===== src/rtl/bcd_pkg.sv =====
// Shared BCD digit type and constants for the cascaded BCD counter.
package bcd_pkg;

    typedef logic [3:0] digit_t;

    localparam digit_t BCD_MAX  = 4'd9;
    localparam digit_t BCD_ZERO = 4'd0;

    // True only for the exact terminal code; illegal codes 10..15 never carry.
    function automatic logic is_terminal(input digit_t d);
        return (d == BCD_MAX);
    endfunction

    function automatic logic is_legal(input digit_t d);
        return (d <= BCD_MAX);
    endfunction

endpackage


===== src/rtl/bcd_digit.sv =====
// Single registered BCD digit: increments on inc, wraps 9->0, recovers illegal codes to 0.
import bcd_pkg::*;

module bcd_digit (
    input  logic         clk,
    input  logic         rst,
    input  logic         inc,
    output logic [3:0]   q,
    output logic         carry
);

    digit_t q_q;
    digit_t q_d;

    // Next-state value for the digit register.
    always_comb begin
        q_d = q_q;
        if (inc) begin
            if (is_legal(q_q) && !is_terminal(q_q)) begin
                q_d = q_q + 4'd1;
            end else begin
                q_d = BCD_ZERO;
            end
        end else begin
            q_d = q_q;
        end
    end

    // Digit register with asynchronous clear.
    always_ff @(posedge clk or posedge rst) begin
        if (rst) begin
            q_q <= BCD_ZERO;
        end else begin
            q_q <= q_d;
        end
    end

    assign q     = q_q;
    assign carry = inc & is_terminal(q_q);

endmodule


===== src/rtl/bcd_counter.sv =====
// Cascaded DECADES-digit BCD counter; each digit's carry enables the next digit.
import bcd_pkg::*;

module bcd_counter #(
    parameter int unsigned DECADES = 1
) (
    input  logic                   clk,
    input  logic                   rst,
    input  logic                   en,
    output logic [4*DECADES-1:0]   Q,
    output logic                   co
);

    // chain_s[k] is the increment request into digit k; the top entry is the full-scale carry.
    logic [DECADES:0] chain_s;

    assign chain_s[0] = en;

    for (genvar k = 0; k < DECADES; k++) begin : g_digit
        bcd_digit u_digit (
            .clk   (clk),
            .rst   (rst),
            .inc   (chain_s[k]),
            .q     (Q[4*k +: 4]),
            .carry (chain_s[k+1])
        );
    end

    assign co = chain_s[DECADES];

endmodule


===== config.mk =====
export PLATFORM = sky130hd
export DESIGN_NAME = bcd_counter
export DESIGN_NICKNAME = d
export VERILOG_FILES = /design/src/rtl/bcd_pkg.sv /design/src/rtl/bcd_digit.sv /design/src/rtl/bcd_counter.sv
export SDC_FILE = /design/constraint.sdc
export NUM_CORES = 1
export LEC_CHECK = 0
export ABC_AREA = 1
export ABC_CLOCK_PERIOD_IN_PS = 1650
export CORE_AREA = 10 10 47 49
export DETAILED_ROUTE_END_ITERATION = 16
export DIE_AREA = 0 0 57 59
export SLEW_MARGIN = 10
export SYNTH_ARGS = -nofsm -noshare
export SYNTH_HDL_FRONTEND = slang
export SYNTH_SLANG_ARGS = --single-unit
export TNS_END_PERCENT = 10

===== constraint.sdc =====
create_clock -name clk -period 1.65 [get_ports clk]
set_input_delay 0.2475 -clock clk [delete_from_list [all_inputs] [get_ports clk]]
set_output_delay 0.2475 -clock clk [all_outputs]
set_load 0.1 [all_outputs]

==> results.cfg <==
[final_layout]
diodes = 0
fin_nets = 59
fillers = 158
largest_register_ffs = 4
final_common_cell = nand2_1
syn_to_final_growth_pct = 77.6
design_area_um2 = 487
drive_gt1_share_pct = 39.2
most-common-layout-cells = nand2_1 (13), inv_1 (6), buf_12 (5)
utilization_pct = 34.7

[cts]
cts_root_buf = clkbuf_4
cts_buffers = 3
h-tree-depth = 1
cts.sinks = 4
cts.path.max_buffers = 2
clk_pin_slew_worst_paths_ns = 0.04
clock_latency_ns = 0.23
cts_tree = built

[drt]
firstDrtPassIters = 1
drt-initial-drc-count = 0
drtAntennaViolNets = 0
viasPerCell = 4.01
wl_per_cell_um = 9.16
drc = 0
vias = 269
drt-total-wl_um = 614

[synth]
yosysSeqAreaShare_pct = 36.5
syn_area_per_cell_um2 = 7.03
netlist_instances = 39
ys_seq_elements = 4
synth_cell_types = 8
yosysWarnings = 0
syn_area_um2 = 274
synth_fp_nets = 45

[setup_path]
cp.arrival_ns = 1.34
path_max_fanout = 5
path_class = flop to output port
cp-end-kind = output port
worst-endpoint-required_ns = 1.40
critPathLaunchType = flop

[grt]
antenna_found_initial = 0
grt_start_max_net_pins = 7
grt_pass1_vias = 275
grt_first_pass_wirelength_um = 1110
gr-total-overflow = 0
track_usage_pct = 4.11

[placement]
gp_congestion = 0.709
place_area_um2 = 457
dp_hpwl_um = 521
port_buffers = 7

[timing]
finalSetupTns_ns = 0
worst_hold_slack_ns = 0.189
rsz0062_at_grt = false
hold_viol_final = 0
maxSlewViolCount = 0
fin_crit_ns = 1.59
fmaxAchievable_ghz = 0.629
relSlewSlack_pct = 88.2
finalSetupViolCount = 0
skew_ns = 0.00108
final.period_utilization_pct = 96.4
worst_pin_slew_ns = 0.177

[hold_path]
hp-class = primary input to asynchronous set/reset pin

[floorplanning]
die_h_um = 59
die_x_um = 57
rows = 14
start_util_pct = 19.6
core_area_mm2 = 0.00140
fp.dieArea_mm2 = 0.00336
io_pins = 8

[run_status]
status = finished, final reports clean

[flow_run]
cap_violations = 0
-- Yosys cell counts --
cell type | count | area, um^2
nand2_1 | 13 | 48.8
inv_1 | 7 | 26.3
nand3_1 | 5 | 25.0
nor2_1 | 5 | 18.8
dfrtp_1 | 4 | 100
ha_1 | 3 | 37.5
nand2_2 | 1 | 6.26
o21bai_2 | 1 | 11.3
-- layer usage --
layer  GRT usage [%]  up-vias  part of all wire (%)
met3           0.858        2                   7.7
met4            4.03        0                   2.8
met5               0        -                     0
met2            6.98        6                    51
li1                -      143                     -
met1            4.04      118                    38
-- critical path: stages, from the launching register on --
cell and delay [ns]:
dfrtp_4 0.50, inv_2 0.09, ha_4 0.13, nand3_2 0.09, nor2_4 0.13, buf_12 0.18
-- cell families after synthesis --
logic type | synth area share, %
buf+inv | 9.59
compound gates | 4.11
flops | 36.5
fa+ha+maj | 13.7
simple gates | 36.1
-- final cells by class --
class	instances	area, um^2	area share [%]
Timing Repair Buffer	9	135	27.8
Inverter	7	26.3	5.40
Multi-Input combinational cell	28	173	35.5
Tap cell	16	20.0	4.11
Sequential cell	4	110	22.6
Clock buffer	3	22.5	4.63
-- repair_timing --
| item | 4_1_cts | 5_1_grt |
|---|---|---|
| endpoints found under the setup margin | 0 | 1 |
| setup buffers | 0 | 1 |
| gates resized for setup | 0 | 0 |
| hold buffers | 0 | 0 |
-- path summary, 6_finish.rpt --
| check | startpoint | to | slack [ns] | depth (start not counted) |
|---|---|---|---|---|
| max | g_digit[0].u_digit.q[1] | co | 0.06 | 5 |
| min | rst | g_digit[0].u_digit.q[0] | 0.19 | 2 |
| max reg2reg | g_digit[0].u_digit.q[0] | g_digit[0].u_digit.q[3] | 0.50 | 6 |
| min reg2reg | g_digit[0].u_digit.q[1] | g_digit[0].u_digit.q[1] | 0.58 | 2 |
| max in group asynchronous | rst | g_digit[0].u_digit.q[1] | 1.30 | 2 |
| min in group clk | g_digit[0].u_digit.q[1] | g_digit[0].u_digit.q[1] | 0.58 | 2 |
-- through the flow --
stage	cells	worst slack, ns
CTS	66	0.0264
global route	67	0.00243
detailed placement	63	0.276
finish	67	0.0601
global placement	63	0.269
floorplan	39	-0.0698
Power is not shown: default switching activity piles up to over one toggle a cycle in this logic, so the estimate is an artifact.
